$ cat src/rtl/mem_op_sequencer.sv
// Two-operand fetch / ALU execute / write-back sequencer for a 1-cycle-latency register memory.
// Define MEMSEQ_VERIFY_EN to add a read-back verify of the written word (drives err).
module mem_op_sequencer #(
  parameter int unsigned DATA_W = 15,
  parameter int unsigned ADDR_W = 3,
  parameter int unsigned OP_W   = 3
) (
  input  logic              clock,
  input  logic              reset,
  input  logic              start,
  input  logic [ADDR_W-1:0] src_a,
  input  logic [ADDR_W-1:0] src_b,
  input  logic [ADDR_W-1:0] dst,
  input  logic [OP_W-1:0]   opcode,
  output logic              busy,
  output logic              done,
  output logic              err,
  output logic              ren,
  output logic [ADDR_W-1:0] rdAddr,
  output logic              wen,
  output logic [ADDR_W-1:0] wrAddr,
  output logic [DATA_W-1:0] dataIn,
  input  logic [DATA_W-1:0] dataOut,
  output logic [DATA_W-1:0] alu_a,
  output logic [DATA_W-1:0] alu_b,
  output logic [OP_W-1:0]   alu_op,
  input  logic [DATA_W-1:0] alu_result
);

  typedef enum logic [3:0] {
    StIdle,
    StIssueA,
    StIssueB,
    StCaptB,
    StExec,
    StWrite,
`ifdef MEMSEQ_VERIFY_EN
    StVfyRd,
    StVfyCmp,
`endif
    StDone
  } state_e;

  state_e              state_q, state_d;
  logic                busy_q, busy_d;
  logic                done_q, done_d;
  logic                ren_q, ren_d;
  logic                wen_q, wen_d;
  logic [ADDR_W-1:0]   rd_addr_q, rd_addr_d;
  logic [ADDR_W-1:0]   wr_addr_q, wr_addr_d;
  logic [ADDR_W-1:0]   src_b_q, src_b_d;
  logic [ADDR_W-1:0]   dst_q, dst_d;
  logic [OP_W-1:0]     alu_op_q, alu_op_d;
  logic [DATA_W-1:0]   alu_a_q, alu_a_d;
  logic [DATA_W-1:0]   alu_b_q, alu_b_d;
  logic [DATA_W-1:0]   result_q, result_d;
`ifdef MEMSEQ_VERIFY_EN
  logic                err_q, err_d;
`endif

  // Outputs are computed alongside the next state so every port is a plain register.
  always_comb begin
    state_d   = state_q;
    done_d    = 1'b0;
    ren_d     = 1'b0;
    wen_d     = 1'b0;
    rd_addr_d = rd_addr_q;
    wr_addr_d = wr_addr_q;
    src_b_d   = src_b_q;
    dst_d     = dst_q;
    alu_op_d  = alu_op_q;
    alu_a_d   = alu_a_q;
    alu_b_d   = alu_b_q;
    result_d  = result_q;
`ifdef MEMSEQ_VERIFY_EN
    err_d     = err_q;
`endif

    unique case (state_q)
      StIdle: begin
        if (start) begin
          src_b_d   = src_b;
          dst_d     = dst;
          alu_op_d  = opcode;
          ren_d     = 1'b1;
          rd_addr_d = src_a;
`ifdef MEMSEQ_VERIFY_EN
          err_d     = 1'b0;
`endif
          state_d   = StIssueA;
        end
      end
      StIssueA: begin
        ren_d     = 1'b1;
        rd_addr_d = src_b_q;
        state_d   = StIssueB;
      end
      StIssueB: begin
        alu_a_d = dataOut;
        state_d = StCaptB;
      end
      StCaptB: begin
        alu_b_d = dataOut;
        state_d = StExec;
      end
      StExec: begin
        result_d  = alu_result;
        wen_d     = 1'b1;
        wr_addr_d = dst_q;
        state_d   = StWrite;
      end
      StWrite: begin
`ifdef MEMSEQ_VERIFY_EN
        ren_d     = 1'b1;
        rd_addr_d = dst_q;
        state_d   = StVfyRd;
`else
        done_d    = 1'b1;
        state_d   = StDone;
`endif
      end
`ifdef MEMSEQ_VERIFY_EN
      StVfyRd: begin
        state_d = StVfyCmp;
      end
      StVfyCmp: begin
        if (dataOut != result_q) begin
          err_d = 1'b1;
        end
        done_d  = 1'b1;
        state_d = StDone;
      end
`endif
      StDone: begin
        state_d = StIdle;
      end
      default: begin
        state_d = StIdle;
      end
    endcase

    busy_d = (state_d != StIdle);
  end

  always_ff @(posedge clock) begin
    if (reset) begin
      state_q   <= StIdle;
      busy_q    <= 1'b0;
      done_q    <= 1'b0;
      ren_q     <= 1'b0;
      wen_q     <= 1'b0;
      rd_addr_q <= '0;
      wr_addr_q <= '0;
      src_b_q   <= '0;
      dst_q     <= '0;
      alu_op_q  <= '0;
      alu_a_q   <= '0;
      alu_b_q   <= '0;
      result_q  <= '0;
`ifdef MEMSEQ_VERIFY_EN
      err_q     <= 1'b0;
`endif
    end else begin
      state_q   <= state_d;
      busy_q    <= busy_d;
      done_q    <= done_d;
      ren_q     <= ren_d;
      wen_q     <= wen_d;
      rd_addr_q <= rd_addr_d;
      wr_addr_q <= wr_addr_d;
      src_b_q   <= src_b_d;
      dst_q     <= dst_d;
      alu_op_q  <= alu_op_d;
      alu_a_q   <= alu_a_d;
      alu_b_q   <= alu_b_d;
      result_q  <= result_d;
`ifdef MEMSEQ_VERIFY_EN
      err_q     <= err_d;
`endif
    end
  end

  assign busy   = busy_q;
  assign done   = done_q;
  assign ren    = ren_q;
  assign rdAddr = rd_addr_q;
  assign wen    = wen_q;
  assign wrAddr = wr_addr_q;
  assign dataIn = result_q;
  assign alu_a  = alu_a_q;
  assign alu_b  = alu_b_q;
  assign alu_op = alu_op_q;
`ifdef MEMSEQ_VERIFY_EN
  assign err    = err_q;
`else
  assign err    = 1'b0;
`endif

endmodule

$ cat config.mk
export PLATFORM = sky130hd
export DESIGN_NAME = mem_op_sequencer
export DESIGN_NICKNAME = d
export VERILOG_FILES = /design/src/rtl/mem_op_sequencer.sv
export SDC_FILE = /design/constraint.sdc
export NUM_CORES = 1
export LEC_CHECK = 0
export ABC_AREA = 1
export BUFFER_PORTS_ARGS = -buffer_cell sky130_fd_sc_hd__clkbuf_2
export CORE_MARGIN = 10
export CORE_UTILIZATION = 40
export CTS_BUF_LIST = sky130_fd_sc_hd__clkbuf_16
export DETAILED_ROUTE_END_ITERATION = 10
export PLACE_DENSITY_LB_ADDON = 0.1
export SYNTH_ARGS = -nofsm -noshare
export SYNTH_HDL_FRONTEND = slang
export SYNTH_SLANG_ARGS = --single-unit
$ cat constraint.sdc
create_clock -name clock -period 3.34 [get_ports clock]
set_input_delay 0.167 -clock clock [delete_from_list [all_inputs] [get_ports clock]]
set_output_delay 0.167 -clock clock [all_outputs]
set_load 0.01 [all_outputs]
**Word level (Yosys, flattened, before mapping)**

Index checks and enable logic that the tools add are counted.

- Muxes and demuxes: 8
- Reduce and logical (&&, ||, !) cells: 5
- Eq/ne operators: 6

Operator list:

| kind | number |
|---|---|
| 4-bit one-hot mux with 6 select lines | 1 |
| 4-bit by 2-bit == test with 1-bit output, second input constant | 2 |
| 4-bit by 3-bit == test with 1-bit output, second input constant | 2 |
| 3-bit one-hot mux with 2 select lines | 1 |
| 4-bit by 1-bit == test with 1-bit output, second input constant | 1 |
| 4-bit logical NOT | 1 |
| 4-bit 2-to-1 mux | 1 |
| 2-bit AND reduction | 2 |
| 4-bit nonzero test | 1 |
| 1-bit 2-to-1 mux | 3 |
| 3-bit 2-to-1 mux | 1 |
| 2-bit inequality test, second input constant | 1 |
| 1-bit one-hot mux with 2 select lines | 1 |
| 2-bit nonzero test | 1 |

- Flip-flop bits (word level): 68
- Output and inout bits: 59

**Logic depth before layout (Yosys ltp)**

Gate-level depths: netlist of run 1.

- Word-level depth: 3
- Gate-level depth with buffers: 7
- Mapped depth without buffers: 7

**Least setup slack after synthesis of run 1**

Ideal clock, no wire load.

- Kind: register to register
- From: register state_q[3]
- To: register alu_a_q[10] (netlist: alu_a[10])
- Slack: 2.207 ns
- Clock period less this slack: 1.133 ns
- Data required time: 3.227 ns
- Arrival: 1.019 ns
- Stages on the path, launching flop included: 6
- Buffers on the path: 1
- Cells stage by stage: dfxtp_1 -> nor2_8 -> nand3_4 -> buf_2 -> o21ai_1 -> nor2_1

- Word-level cells in the longest chain between the ends: 1

Ends and longest elaborated chain:

| item | line | RTL |
|---|---|---|
| start, declared | 44 | `state_e state_q, state_d;` |
| start signal, assigned | 147 | `state_q <= StIdle;` |
| start signal, assigned | 164 | `state_q <= state_d;` |
| 4-bit by 2-bit == test with 1-bit output | 79 | `unique case (state_q)` |
| end signal, assigned | 174 | `alu_a_q <= alu_a_d;` |
| end, declared | 54 | `logic [DATA_W-1:0] alu_a_q, alu_a_d;` |

Every way passes these cells.
A chain may end at the register's enable or synchronous reset.

**Worst setup path in the final report of run 1**

- From: register state_q[3]
- To: register alu_a_q[11] (netlist: alu_a[11])

The elaborated chain is that of the path after synthesis.

==> results of run 1 <==
## how the worst min path moves through the flow
stage | from | endpoint | slack, ns
5_1_grt | opcode[1] | alu_op[1] | 0.08
6_report | opcode[2] | alu_op[2] | 0.08
4_1_cts | opcode[2] | alu_op[2] | 0.07
3_3_place_gp | opcode[2] | alu_op[2] | 0.40
3_5_place_dp | opcode[2] | alu_op[2] | 0.41
2_1_floorplan | reset | alu_op[0] | 0.24
## power by group
| part | leakage (nW) | switching (mW) | internal (mW) |
|---|---|---|---|
| Sequential | 0.550 | 0.00912 | 0.828 |
| Clock | 0.158 | 0.317 | 0.643 |
| Combinational | 0.827 | 0.0618 | 0.0447 |
## through the flow
stage	instance area (sq um)	cells	power, mW	utilization, %
6_report	3331	488	1.903	55.27
5_1_grt	3331	488	1.977	55.27
4_1_cts	3331	488	1.925	55.27
3_5_place_dp	3023	472	0.9610	50.17
3_3_place_gp	3023	472	0.9602	50.17
2_1_floorplan	2534	309	0.9135	-
## state kept, by name (all words and copies together) (netlist names)
| signal | count |
|---|---|
| ren | 1 |
| done | 1 |
| busy | 1 |
| alu_b | 15 |
| alu_a | 15 |
| dataIn | 15 |
| alu_op | 3 |
| state_q | 4 |
| wen | 1 |
| dst_q | 3 |
| wrAddr | 3 |
| rdAddr | 3 |
| src_b_q | 3 |
## kinds of logic (layout without fill, tap and decap cells)
family | count (synthesis) | count (layout) | synth area share [%]
other | 1 | 2 | 0.1482
DFF | 68 | 68 | 53.81
buffers and inverters | 32 | 136 | 7.764
and+or+nand+nor | 141 | 141 | 24.48
AOI/OAI and AO/OA | 66 | 66 | 13.80
## cells in the mapped netlist, drive strengths merged
cell type and number:
nor4 1, buf 8, o21ai 51, nand3b 1, nand4 2, clkinv 1
nand3 6, clkbuf 7, nor2 102, nand2 29, dfxtp 68, inv 16
a21oi 15, conb 1
## worst min-delay path: cells and delay by family
| kind | cells | cell delay (ns) |
|---|---|---|
| buffers and inverters | 1 | 0.08 |
| AND/OR/NAND/NOR | 1 | 0.05 |
| AO/OA/AOI/OAI | 1 | 0.05 |
## area by class of cell
class / count / area share [%]
inverters: 17 / 2.216
clock buffers: 9 / 6.762
flip-flops and latches: 68 / 40.87
multi-input cells: 209 / 29.30
clock inverters: 7 / 2.479
well taps: 75 / 2.817
repair buffers: 103 / 15.55
## per-layer routing
| layer | vias to the layer above | track usage [%] | wire [um] |
|---|---|---|---|
| li1 | 1186 | - | - |
| met1 | 961 | 15.52 | 2946 |
| met3 | 8 | 5.190 | 557 |
| met2 | 75 | 20.49 | 2989 |
| met4 | 0 | 6.174 | 63 |
| met5 | - | 0 | 0 |
==> flow_summary.toml, run 1 <==
[setup_path]
crit_family = "simple AND/OR/NAND/NOR gates"
crit_start = "state_q[3]"
path_class = "register to register"
crit_path_max_fanout = 18
worstReg2RegStart = "state_q[3]"
arrival_ns = 1.55
r2r_end = "alu_a[11]"
regToRegSetupSlack_ns = 2.04
start_kind = "register"
reg2regPathDepth = 5
crit_buf_inv = 1
crit_required_ns = 3.59
cp_cell_sequence = "nor2_8 > nand3_4 > inv_4 > nor2_1 > nor2_1"
cp.depth = 5
worstSetupEndpoint = "alu_a[11]"
cpMostUsedCell = "nor2_1"
max_stage_delay_ns = 0.39
critPathSlowestCell = "dfxtp_1"
worst_setup_path_end_kind = "register"

[synthesis]
ys_seq_area_share_pct = 53.81
syn-cell-area_sq_um = 2530
avgSynthCellArea_sq_um = 8.214
synthTopCellsByArea = "dfxtp_1, nor2_1, o21ai_0"
ys_ff_latch = 68
synth_top_area_share_pct = 53.81
synth_cell_types = 28
yosysTopAreaCell = "dfxtp_1"
synth_warnings = 0
netlist_instances = 308

[min_path]
hold_path_depth = 3
hp-class = "primary input to register"

[sta]
maxSlewViolCount = 0
setup_tns_ns = 0
fmax_mhz = 767.8
grt_setup_unrepaired = "no"
whs_ns = 0.07632
fin_crit_sh_pct = 38.99
finalSetupViolations = 0
skew_ns = 0.005116
hold_viol_final = 0
fin_ws_ns = 2.038
fin_crit_ns = 1.302

[job]
drv_cap = 0

[layout]
multi_input_comb_area_sq_um = 975.9
mostFrequentLayoutCell = "clkbuf_2"
mostFrequentLayoutCells = "clkbuf_2, nor2_1, dfxtp_1"
syn2layout_area_growth_pct = 31.65
regArea_sq_um = 1361
fillCellCount = 595
drive_gt1_share_pct = 32.45
fin_nets = 453
diodes = 0

[power]
power.density_nw_per_um2 = 571.2
ir_drop_mv = 0.3145
power.leakage_nw = 1.535

[route]
vias = 2230
drc = 0
dr.first_iter.drc_count = 64
firstDrtPassIters = 4
drtAntennaViolNets = 0
wirelength_mm = 6.557
via_per_inst = 4.570
wl_per_cell_um = 13.44

[place]
portBuffers = 102
dpl.hpwl_mm = 4.893
detailedPlace.worstSlack_ns = 2.036
gp_congestion = 0.7903

[clock_tree]
clockRootBuffer = "clkbuf_16"
numCtsBuffers = 9
clock_latency_ns = 0.32
cts_resized = 0
cts_hold_buf = 0
postCtsSetupBuffers = 0
htreeDepth = 3
cts_tree = "done"
clk_pin_slew_ns = 0.05
cts.path.max_buffers = 2
cts_sinks = 68

[floorplan]
start_util_pct = 41.99
fp.coreArea_sq_um = 6026
fp.dieW_um = 99.53
dieArea_sq_um = 9906
ios = 104
die_y_um = 99.53
row_count = 28

[global_routing]
grt_pass1_vias = 2199
overflow = 0
grt_pass1_wl_mm = 10.72
grt_usage_pct = 13.17
grt_max_degree = 54
antenna_found_initial = 0

[run_status]
run_status = "completed"
Power figures use the tool's default switching activity.
==> inputs of run 2 (changes only) <==
==> constraint.sdc (replaced) <==
create_clock -name clock -period 1.2 [get_ports clock]
set_input_delay 0.06 -clock clock [delete_from_list [all_inputs] [get_ports clock]]
set_output_delay 0.06 -clock clock [all_outputs]
set_load 0.01 [all_outputs]
==> run 2 against run 1 <==
The run now ends with negative hold slack, negative setup slack left. Hold slack lost 0.077 ns. Cell count grew 7.4%. Setup slack lost 2.1 ns. Highest routed layer unchanged.
==> flow_summary.toml, run 2 (synthesis gave the netlist of run 1 again) <==
[run_status]
run_status = "complete, but fails checks"
violations = "negative hold slack, negative setup slack"

[setup_path]
start_kind = "register"
crit_path_max_fanout = 6
critPathSlowestCell = "dfxtp_4"
regToRegSetupSlack_ns = -0.02
max_stage_delay_ns = 0.36
crit_required_ns = 1.41
worst_setup_path_end_kind = "register"
crit_start = "state_q[2]"
cp_cell_sequence = "nor2_8 > buf_4 > nand2_2 > nand2_2 > nor2_1 > nor2_1 > nor2_1"
cpMostUsedCell = "nor2_1"
worstReg2RegStart = "state_q[2]"
crit_family = "simple AND/OR/NAND/NOR gates"
arrival_ns = 1.43
path_class = "register to register"
crit_buf_inv = 1

[sta]
setup_tns_ns = -0.01630
fin_crit_sh_pct = 101.4
fin_crit_ns = 1.216
whs_ns = -0.001162
maxSlewViolCount = 0
finalSetupViolations = 1
fin_ws_ns = -0.01630
fmax_mhz = 822.2
grt_setup_unrepaired = "yes"
skew_ns = 0.004302
hold_viol_final = 1

[clock_tree]
clk_pin_slew_ns = 0.05
clockRootBuffer = "clkbuf_16"
htreeDepth = 3
clock_latency_ns = 0.32
cts.path.max_buffers = 2
cts_sinks = 68
numCtsBuffers = 9
cts_tree = "done"

[floorplan]
start_util_pct = 41.99
row_count = 28
fp.dieW_um = 99.53
dieArea_sq_um = 9906
ios = 104
fp.coreArea_sq_um = 6026
die_y_um = 99.53

[job]
drv_cap = 0

[layout]
mostFrequentLayoutCells = "clkbuf_2, nor2_1, dfxtp_1"
drive_gt1_share_pct = 36.53
mostFrequentLayoutCell = "clkbuf_2"
syn2layout_area_growth_pct = 48.96
fin_nets = 489
stdcell_count = 524
design_area_sq_um = 3769
fin_util_pct = 62.54
diodes = 0

[global_routing]
antenna_found_initial = 0
grtUsageMet1_pct = 16.36
grt.busiest_layer = "met2"
met2_usage_pct = 21.94
grt_usage_pct = 13.93
grt_max_degree = 54
overflow = 0
grt_pass1_vias = 2311
grt_pass1_wl_mm = 11.36
use_met3_pct = 5.606

[place]
detailedPlace.worstSlack_ns = -0.08083
place_area_sq_um = 3103
portBuffers = 102
post-place-cells = 481
dpl.hpwl_mm = 4.946
gp_congestion = 0.7954

[min_path]
min_from = "alu_result[0]"
hp-class = "primary input to register"

[power]
power.density_nw_per_um2 = 1445
ir_drop_mv = 1.053
power.leakage_nw = 1.708

[route]
drtAntennaViolNets = 0
firstDrtPassIters = 4
dr.first_iter.drc_count = 94
vias = 2404
wl_per_cell_um = 14.12
via_per_inst = 4.588
drc = 0
wirelength_mm = 7.398
-- run 2: cell types whose count changed in the layout (fill, tap and decap cells not counted), sizes merged --
cell / change
buf: +14
clkinv: -1
clkinvlp: +1
dlygate4sd3: +19
inv: +1
nand2: +1
nand3: +1
-- run 2: worst paths after layout --
check | cells past startpoint | end
hold / removal | 3 | dataIn[0]
hold reg to reg | 2 | wrAddr[0]
setup reg to reg | 7 | rdAddr[2]
setup / recovery | 7 | rdAddr[2]
-- run 2: area by class of cell --
type,instances,area [sq um]
Clock buffer,9,225.2
Clock inverter,7,83.83
Fill cell,535,2257
Inverter,17,86.33
Multi-Input combinational cell,211,1035
Sequential cell,68,1374
Tap cell,75,93.84
Timing Repair Buffer,136,862.1
Timing Repair inverter,1,8.758
-- run 2: power by group --
| group | switching (mW) | internal (mW) |
|---|---|---|
| clock | 0.909 | 1.79 |
| combinational | 0.211 | 0.210 |
| sequential | 0.0269 | 2.30 |
-- run 2: worst register-to-register path, stage by stage, from the launching register on --
cell and delay, ns:
dfxtp_4 0.36, nor2_8 0.21, buf_4 0.15, nand2_2 0.08, nand2_2 0.10, nor2_1 0.04
nor2_1 0.10, nor2_1 0.05
-- run 2: repair_timing --
action / in CTS / in global routing
setup buffers: 0 / 5
resized for setup: 6 / 26
gates cloned: 1 / 2
hold buffers: 19 / 0
pin swaps: 2 / 11
endpoints found under the hold margin: 19 / 0
setup endpoints to repair: 32 / 49
-- run 2: metal layers --
metal / routed length, um / vias up
met3: 605 / 7
met5: 0 / -
li1: - / 1261
met4: 90 / 0
met1: 3206 / 1065
met2: 3496 / 71
-- run 2: stage by stage --
step                hold slack, ns  total power, mW
floorplan                   0.1291            2.543
global placement            0.2938            2.698
detailed placement          0.3010            2.701
CTS                      0.0003973            5.456
global route               0.01583            5.652
finish                   -0.001162            5.445
